### config.mk
export PLATFORM = sky130hd
export DESIGN_NAME = gpr_serial_port_flat
export DESIGN_NICKNAME = d
export VERILOG_FILES = /design/src/rtl/gpr_serial_port_if.sv /design/src/rtl/gpr_serial_port.sv /design/src/flat_wrapper.sv
export SDC_FILE = /design/constraint.sdc
export NUM_CORES = 1
export LEC_CHECK = 0
export BUFFER_PORTS_ARGS = -buffer_cell sky130_fd_sc_hd__buf_2
export CORE_MARGIN = 3
export CORE_UTILIZATION = 55
export CTS_BUF_LIST = sky130_fd_sc_hd__clkbuf_2
export DETAILED_ROUTE_END_ITERATION = 6
export PLACE_DENSITY_LB_ADDON = 0.08
export SYNTH_ARGS = -nofsm -noshare
export SYNTH_HDL_FRONTEND = slang
export SYNTH_SLANG_ARGS = --single-unit
### constraint.sdc
create_clock -name i_clk -period 1.6 [get_ports i_clk]
set_input_delay 0.48 -clock i_clk [delete_from_list [all_inputs] [get_ports i_clk]]
set_output_delay 0.48 -clock i_clk [all_outputs]
set_load 0.02 [all_outputs]
### src/rtl/gpr_serial_port_if.sv
// Bus bundle between host, serial access port and bit-serial register file.
// o_rparity exists only when GPR_PORT_PARITY_EN is defined.
interface gpr_serial_port_if #(
  parameter int unsigned WIDTH  = 8,
  parameter int unsigned ADDR_W = 2
);
  // Host side
  logic              i_req;
  logic              i_we;
  logic [ADDR_W-1:0] i_addr;
  logic [WIDTH-1:0]  i_wdata;
  logic              o_busy;
  logic              o_done;
  logic [WIDTH-1:0]  o_rdata;
`ifdef GPR_PORT_PARITY_EN
  logic              o_rparity;
`endif
  // Register-file side
  logic              o_con_shift;
  logic              o_con_write;
  logic              o_data_in;
  logic [ADDR_W-1:0] o_rd_addr;
  logic              i_data_out;

  modport slave (
`ifdef GPR_PORT_PARITY_EN
    output o_rparity,
`endif
    input  i_req, i_we, i_addr, i_wdata, i_data_out,
    output o_busy, o_done, o_rdata, o_con_shift, o_con_write, o_data_in, o_rd_addr
  );

  modport master (
`ifdef GPR_PORT_PARITY_EN
    input  o_rparity,
`endif
    output i_req, i_we, i_addr, i_wdata, i_data_out,
    input  o_busy, o_done, o_rdata, o_con_shift, o_con_write, o_data_in, o_rd_addr
  );
endinterface

### src/rtl/gpr_serial_port.sv
// Serial access port: one parallel read/write becomes WIDTH shift cycles on the register file.
// Define GPR_PORT_PARITY_EN to add o_rparity (XOR of the bits read out). Requires WIDTH >= 2.
module gpr_serial_port #(
  parameter int unsigned WIDTH  = 8,
  parameter int unsigned ADDR_W = 2
) (
  input  logic             i_clk,
  input  logic             i_rst,
  gpr_serial_port_if.slave bus_io
);

  localparam int unsigned CntW = (WIDTH > 1) ? $clog2(WIDTH) : 1;
  localparam logic [CntW-1:0] CntLast = CntW'(WIDTH - 1);

  typedef enum logic [1:0] {StIdle, StShift, StDone} state_e;

  state_e            state_q, state_d;
  logic [CntW-1:0]   cnt_q, cnt_d;
  logic [WIDTH-1:0]  wsh_q, wsh_d;
  logic [WIDTH-1:0]  rsh_q, rsh_d;
  logic [WIDTH-1:0]  rdata_q, rdata_d;
  logic              we_q, we_d;
  logic [ADDR_W-1:0] addr_q, addr_d;
`ifdef GPR_PORT_PARITY_EN
  logic              par_q, par_d;
  logic              rparity_q, rparity_d;
`endif

  always_comb begin
    state_d = state_q;
    cnt_d   = cnt_q;
    wsh_d   = wsh_q;
    rsh_d   = rsh_q;
    rdata_d = rdata_q;
    we_d    = we_q;
    addr_d  = addr_q;
`ifdef GPR_PORT_PARITY_EN
    par_d     = par_q;
    rparity_d = rparity_q;
`endif
    case (state_q)
      StIdle: begin
        if (bus_io.i_req) begin
          state_d = StShift;
          cnt_d   = '0;
          wsh_d   = bus_io.i_wdata;
          we_d    = bus_io.i_we;
          addr_d  = bus_io.i_addr;
          rsh_d   = '0;
`ifdef GPR_PORT_PARITY_EN
          par_d   = 1'b0;
`endif
        end
      end
      StShift: begin
        // The file's bit 0 arrives LSB first, so it fills from the top down.
        rsh_d = {bus_io.i_data_out, rsh_q[WIDTH-1:1]};
        wsh_d = wsh_q >> 1;
`ifdef GPR_PORT_PARITY_EN
        par_d = par_q ^ bus_io.i_data_out;
`endif
        if (cnt_q == CntLast) begin
          rdata_d = rsh_d;
`ifdef GPR_PORT_PARITY_EN
          rparity_d = par_d;
`endif
          state_d = StDone;
        end else begin
          cnt_d = cnt_q + 1'b1;
        end
      end
      StDone:  state_d = StIdle;
      default: state_d = StIdle;
    endcase
  end

  always_ff @(posedge i_clk or posedge i_rst) begin
    if (i_rst) begin
      state_q <= StIdle;
      cnt_q   <= '0;
      wsh_q   <= '0;
      rsh_q   <= '0;
      rdata_q <= '0;
      we_q    <= 1'b0;
      addr_q  <= '0;
`ifdef GPR_PORT_PARITY_EN
      par_q     <= 1'b0;
      rparity_q <= 1'b0;
`endif
    end else begin
      state_q <= state_d;
      cnt_q   <= cnt_d;
      wsh_q   <= wsh_d;
      rsh_q   <= rsh_d;
      rdata_q <= rdata_d;
      we_q    <= we_d;
      addr_q  <= addr_d;
`ifdef GPR_PORT_PARITY_EN
      par_q     <= par_d;
      rparity_q <= rparity_d;
`endif
    end
  end

  always_comb begin
    bus_io.o_busy      = (state_q != StIdle);
    bus_io.o_done      = (state_q == StDone);
    bus_io.o_rdata     = rdata_q;
    bus_io.o_con_shift = (state_q == StShift);
    bus_io.o_con_write = (state_q == StShift) & we_q;
    bus_io.o_data_in   = (state_q == StShift) & wsh_q[0];
    bus_io.o_rd_addr   = addr_q;
`ifdef GPR_PORT_PARITY_EN
    bus_io.o_rparity   = rparity_q;
`endif
  end

endmodule
### src/flat_wrapper.sv
// flat-port wrapper written by rule: the top's interface ports become plain ports
module gpr_serial_port_flat 
#(
  parameter int unsigned WIDTH  = 8,
  parameter int unsigned ADDR_W = 2
)
  (i_clk, i_rst, bus_io_i_req, bus_io_i_we, bus_io_i_addr, bus_io_i_wdata, bus_io_i_data_out, bus_io_o_busy, bus_io_o_done, bus_io_o_rdata, bus_io_o_con_shift, bus_io_o_con_write, bus_io_o_data_in, bus_io_o_rd_addr);
  gpr_serial_port_if #(.WIDTH(WIDTH), .ADDR_W(ADDR_W)) bus_io_i ();
  input  logic i_clk;
  input  logic i_rst;
  input wire logic [$bits(bus_io_i.i_req)-1:0] bus_io_i_req;
  input wire logic [$bits(bus_io_i.i_we)-1:0] bus_io_i_we;
  input wire logic [$bits(bus_io_i.i_addr)-1:0] bus_io_i_addr;
  input wire logic [$bits(bus_io_i.i_wdata)-1:0] bus_io_i_wdata;
  input wire logic [$bits(bus_io_i.i_data_out)-1:0] bus_io_i_data_out;
  output wire logic [$bits(bus_io_i.o_busy)-1:0] bus_io_o_busy;
  output wire logic [$bits(bus_io_i.o_done)-1:0] bus_io_o_done;
  output wire logic [$bits(bus_io_i.o_rdata)-1:0] bus_io_o_rdata;
  output wire logic [$bits(bus_io_i.o_con_shift)-1:0] bus_io_o_con_shift;
  output wire logic [$bits(bus_io_i.o_con_write)-1:0] bus_io_o_con_write;
  output wire logic [$bits(bus_io_i.o_data_in)-1:0] bus_io_o_data_in;
  output wire logic [$bits(bus_io_i.o_rd_addr)-1:0] bus_io_o_rd_addr;
  assign bus_io_i.i_req = bus_io_i_req;
  assign bus_io_i.i_we = bus_io_i_we;
  assign bus_io_i.i_addr = bus_io_i_addr;
  assign bus_io_i.i_wdata = bus_io_i_wdata;
  assign bus_io_i.i_data_out = bus_io_i_data_out;
  assign bus_io_o_busy = bus_io_i.o_busy;
  assign bus_io_o_done = bus_io_i.o_done;
  assign bus_io_o_rdata = bus_io_i.o_rdata;
  assign bus_io_o_con_shift = bus_io_i.o_con_shift;
  assign bus_io_o_con_write = bus_io_i.o_con_write;
  assign bus_io_o_data_in = bus_io_i.o_data_in;
  assign bus_io_o_rd_addr = bus_io_i.o_rd_addr;
  gpr_serial_port #(.WIDTH(WIDTH), .ADDR_W(ADDR_W)) u_core (.i_clk(i_clk), .i_rst(i_rst), .bus_io(bus_io_i));
endmodule
==> flow_summary.ini, run 1 <==
[placed_design]
placed_cells = 164
dp_hpwl_microns = 1850
port_buffers = 29
gp_congestion = 0.736

[setup_path]
reg2reg_depth = 4
worstReg2RegStart = u_core.cnt_q[0]
worstSetupPathType = register to output pin
critical_path.endpoint_type = output pin
rrSetupSlack_ps = 140
cp.arrival_ps = 1270
reg2reg_to = u_core.bus_io.o_rdata[6]
crit_path_max_fanout = 4
critPathLaunchType = register
worstPathRequired_ps = 1120

[sta]
fin_crit_sh_pct = 110
drv_slew = 0
hold_viol = 0
slew_headroom_pct = 74.1
report.final.setup_viol = 5
timing.final.ws_setup_ps = -152
period_needed_ps = 1750
worstMarginPinSlew_ps = 388
fin_skew_ps = 10.1
fmaxAchievable_ghz = 0.571
rsz0062_at_grt = true

[layout]
layout-drive-gt1-share_pct = 45.6
fin_util_pct = 73.8
fill_cells = 168
area_growth_pct = 23.6
mostFrequentLayoutCells = dfrtp_1 (31), buf_2 (24), o22ai_1 (14)
layout_commonest_cell = dfrtp_1
fin_cells = 175
diodes = 0
nNetsFinal = 163

[power_and_ir_drop]
total_leakage_power_nw = 0.850
power_per_cell_area_nw_per_um2 = 2010
peakVddDrop_v = 0.00131

[route]
routed_via_density = 5.69
drc = 0
antenna_left = 0
dr.pass1.iters = 4
num_vias = 995
wl_per_cell_microns = 15.8
routed_wl_microns = 2760
drtIter0Drc = 30

[clocking]
clkSlewWorstSetupHoldPaths_ps = 170
cts_hold_repair.buffers = 0
worstSkewPairLatency_ps = 390
cts.sinks = 31
clockBufferDepth = 2
clk_root_buffer_cell = clkbuf_2
cts-htree-levels = 2
cts_tree = yes
cts_buffers = 5

[synthesis]
ys_ff_latch = 31
syn-mean-instance-area_sq_um = 12.8
synth.cell_area_sq_um = 1360
synthDistinctLibCells = 23
syn-num-nets = 123
syn_inst = 106
synth-seq-area-share_pct = 57.1
yosys_warnings = 0

[global_routing]
grt_max_degree = 32
grt_pass1_wl_microns = 4690
grt_pass1_vias = 987
groute.usage.overall_pct = 19.7
antenna_found_initial = 0
global_route.overflow_total = 0

[floorplan]
ios = 30
die_h_microns = 55.7
initial_utilization_pct = 59.7
dieArea_sq_um = 3100
rows = 17
core-area_sq_um = 2280
die_w_microns = 55.7

[status]
violations = negative setup slack
outcome = finished, violations left

[worst_hold_path]
min_path_type = primary input to asynchronous set/reset pin

[job]
cap_violations = 0
-- synth_stat cells (all sizes together) --
| cell | count | area share [%] |
|---|---|---|
| buf | 6 | 3.2 |
| o2bb2ai | 3 | 1.9 |
| nor2 | 2 | 0.55 |
| and3 | 1 | 0.46 |
| a22o | 8 | 5.2 |
| a22oi | 2 | 1.1 |
| dfrtp | 31 | 57 |
| and2 | 2 | 0.92 |
| a21oi | 9 | 3.3 |
| ha | 2 | 1.8 |
| nor3 | 1 | 0.37 |
| o21ai | 1 | 0.37 |
| nand2b | 3 | 1.4 |
| inv | 5 | 1.9 |
| nand2 | 3 | 2.0 |
| o22ai | 14 | 6.4 |
| mux2 | 11 | 11 |
| clkbuf | 2 | 0.55 |
-- final cells by class --
type,instances,area [sq um],area share [%]
clock inverters,3,15.0,0.894
flip-flops and latches,31,776,46.2
inverters,5,33.8,2.01
multi-input cells,62,528,31.4
repair buffers,41,267,15.9
clock buffers,5,25.0,1.49
well taps,28,35.0,2.09
-- stage by stage --
step / total power (W) / setup slack (ps) / area [sq um] / TNS [ps] / hold slack (ps)
3_3_place_gp: 0.00272 / 112 / 1560 / 0 / 485
4_1_cts: 0.00331 / -161 / 1640 / -686 / 130
6_report: 0.00338 / -152 / 1680 / -654 / 125
5_1_grt: 0.00362 / -227 / 1680 / -1030 / 131
3_5_place_dp: 0.00280 / 83.5 / 1560 / 0 / 492
2_1_floorplan: 0.00238 / -3.93 / 1360 / -7.86 / 465
-- sequential cells by signal, summed over array words and instances, names as in the netlist --
signal	count
u_core.state_q	2
u_core.cnt_q	3
u_core.we_q	1
u_core.wsh_q	8
u_core.rsh_q	7
u_core.bus_io.o_rdata	8
u_core.bus_io.o_rd_addr	2
-- cells by family (layout without fill, tap and decap cells) --
family | after synthesis | count (layout) | synth area share, %
AOI/OAI and AO/OA | 37 | 37 | 18.3
buffers and inverters | 13 | 54 | 5.71
DFF | 31 | 31 | 57.1
adders and majority gates | 2 | 2 | 1.84
and+or+nand+nor | 12 | 12 | 5.71
muxes | 11 | 11 | 11.3
-- routing by layer --
metal / track usage, % / vias up / share of wire [%]
met5: 0 / - / 0
met4: 7.29 / 0 / 1.6
met3: 7.19 / 7 / 7.5
met2: 29.4 / 36 / 46
met1: 26.4 / 480 / 45
li1: - / 472 / -
-- critical path: stages (launching register included) --
cell and delay, ps:
dfrtp_1 410, nand2b_4 170, inv_8 60, and2_4 130, buf_6 100
-- worst max path at each step --
stage	slack [ps]	to	cells past startpoint	from
finish	-150	bus_io_o_con_write	4	u_core.state_q[1]
global route	-230	bus_io_o_data_in	4	u_core.state_q[1]
CTS	-160	bus_io_o_con_write	4	u_core.state_q[1]
detailed placement	80	u_core.bus_io.o_rdata[2]	4	u_core.cnt_q[0]
global placement	110	u_core.bus_io.o_rdata[4]	4	u_core.cnt_q[0]
floorplan	-4	bus_io_o_con_write	5	u_core.state_q[1]
-- power by group --
| part | internal [W] | switching [W] | total [W] |
|---|---|---|---|
| logic | 0.000818 | 0.000806 | 0.00162 |
| registers | 0.00112 | 0.000245 | 0.00137 |
| clock network | 0.0000970 | 0.000287 | 0.000384 |
-- what timing repair did --
| item | 4_1_cts | 5_1_grt |
|---|---|---|
| gates resized for setup | 15 | 7 |
| setup endpoints to repair | 5 | 6 |
| pin swaps | 2 | 0 |
| buffers inserted | 1 | 2 |
No activity file was read; power rests on OpenSTA's default activity.
==> run 2, diff against run 1 <==
--- a/config.mk
+++ b/config.mk
@@ -6,7 +6,6 @@
 export NUM_CORES = 1
 export LEC_CHECK = 0
 export BUFFER_PORTS_ARGS = -buffer_cell sky130_fd_sc_hd__buf_2
-export CORE_MARGIN = 3
 export CORE_UTILIZATION = 55
 export CTS_BUF_LIST = sky130_fd_sc_hd__clkbuf_2
 export DETAILED_ROUTE_END_ITERATION = 6
==> flow_summary.ini, run 2 (synthesis results as in run 1) <==
[status]
outcome = finished, violations left
violations = negative setup slack

[placed_design]
port_buffers = 29
placed_cells = 164
gp_congestion = 0.741
dp_hpwl_microns = 1760
placed_area_sq_um = 1560

[sta]
hold_viol = 0
worstMarginPinSlew_ps = 388
slew_headroom_pct = 74.2
rsz0062_at_grt = true
fin_crit_sh_pct = 108
fin_skew_ps = 14.7
report.final.setup_viol = 5
fmaxAchievable_ghz = 0.578
fin_tns_setup_ps = -610
drv_slew = 0
holdWs_ps = 141
timing.final.ws_setup_ps = -131
period_needed_ps = 1730

[floorplan]
die_h_microns = 51.7
die_w_microns = 51.7
rows = 17
ios = 30
initial_utilization_pct = 59.7
dieArea_sq_um = 2670
core-area_sq_um = 2280

[power_and_ir_drop]
power_per_cell_area_nw_per_um2 = 1980
total_power_w = 0.00344
peakVddDrop_v = 0.00128
total_leakage_power_nw = 0.882

[clocking]
clkSlewWorstSetupHoldPaths_ps = 170
cts.sinks = 31
clockBufferDepth = 2
cts_hold_repair.buffers = 0
cts_buffers = 5
cts_tree = yes
clk_root_buffer_cell = clkbuf_2
cts-htree-levels = 2
worstSkewPairLatency_ps = 370

[setup_path]
rrSetupSlack_ps = 80
reg2reg_depth = 6
worstSetupPathType = register to output pin
critPathLaunchType = register
critical_path.endpoint_type = output pin
crit_path_max_fanout = 4
endpoint = bus_io_o_con_write
cp.arrival_ps = 1250
critPathLaunch = u_core.state_q[1]
reg2reg_to = u_core.we_q
worstPathRequired_ps = 1120
worstReg2RegStart = u_core.state_q[1]

[global_routing]
grt_pass1_vias = 935
groute.usage.overall_pct = 24.6
grt_pass1_wl_microns = 4490
antenna_found_initial = 0
global_route.overflow_total = 0
grt_max_degree = 32

[job]
cap_violations = 0

[route]
drtIter0Drc = 15
routed_via_density = 5.54
wl_per_cell_microns = 15.8
num_vias = 992
routed_wl_microns = 2830
dr.pass1.iters = 4
drc = 0
antenna_left = 0

[layout]
layout-drive-gt1-share_pct = 49.7
layout_commonest_cell = dfrtp_1
multi_input_area_sq_um = 547
area_growth_pct = 27.8
mostFrequentLayoutCells = dfrtp_1 (31), buf_2 (24), o22ai_1 (14), buf_4 (14), mux2_4 (11)
diodes = 0
nNetsFinal = 167
regArea_sq_um = 776
fin_cells = 179
fill_cells = 149
fin_area_sq_um = 1740

[worst_hold_path]
min_path_type = primary input to asynchronous set/reset pin
## run 2: changes by cell type in the layout (fill, tap and decap cells not counted)
cell / change
and3_1: -1
and3_4: +1
buf_4: +2
buf_6: +2
clkbuf_2: +1
clkinv_1: -2
clkinv_2: +1
clkinvlp_4: +1
inv_6: -1
mux2_2: -3
mux2_4: +3
nand2_1: -1
nand2_2: +1
## run 2: worst min-delay path by stage
stage | start | to | slack, ps | cells after the start
6_report | i_rst | u_core.bus_io.o_rdata[5] | 140 | 3
2_1_floorplan | u_core.state_q[1] | u_core.state_q[0] | 460 | 1
3_3_place_gp | u_core.we_q | u_core.we_q | 490 | 1
3_5_place_dp | u_core.we_q | u_core.we_q | 490 | 1
5_1_grt | i_rst | u_core.bus_io.o_rdata[4] | 130 | 3
4_1_cts | i_rst | u_core.bus_io.o_rd_addr[1] | 140 | 3
## run 2: through the flow
step                utilization [%]  worst slack [ps]
finish                         76.3              -131
global route                   76.3              -236
CTS                            74.2              -153
detailed placement             68.4              83.3
global placement               68.4               109
floorplan                         -             -3.93
## run 2: power breakdown
| group | internal (W) | switching, W | leakage, nW |
|---|---|---|---|
| clock network | 0.000111 | 0.000278 | 0.0290 |
| logic | 0.000868 | 0.000807 | 0.467 |
| registers | 0.00112 | 0.000251 | 0.386 |
| total | 0.00210 | 0.00134 | 0.882 |
## run 2: timing repair
action | CTS | global route
endpoints found under the setup margin | 5 | 12
pin swaps | 1 | 1
setup buffers | 5 | 2
gates cloned | 0 | 0
resized for setup | 18 | 10
## run 2: critical path, cell delays in order, from the launching register on
cell      delay [ps]
dfrtp_1          420
nand2b_4         170
inv_8             60
and2_4           130
buf_6            100
## run 2: area by class of cell
| cell class | instances | area share, % |
|---|---|---|
| Clock inverter | 2 | 0.720 |
| Tap cell | 28 | 2.02 |
| Clock buffer | 6 | 1.73 |
| Timing Repair Buffer | 45 | 17.5 |
| Inverter | 5 | 1.87 |
| Sequential cell | 31 | 44.7 |
| Multi-Input combinational cell | 62 | 31.5 |
## run 2: per-layer routing
layer	share of wire [%]	wire [microns]	track usage [%]
met5	0	0	0
met2	48	1350	38.1
met3	5.5	155	9.06
met4	1.2	34	8.11
met1	46	1290	31.9
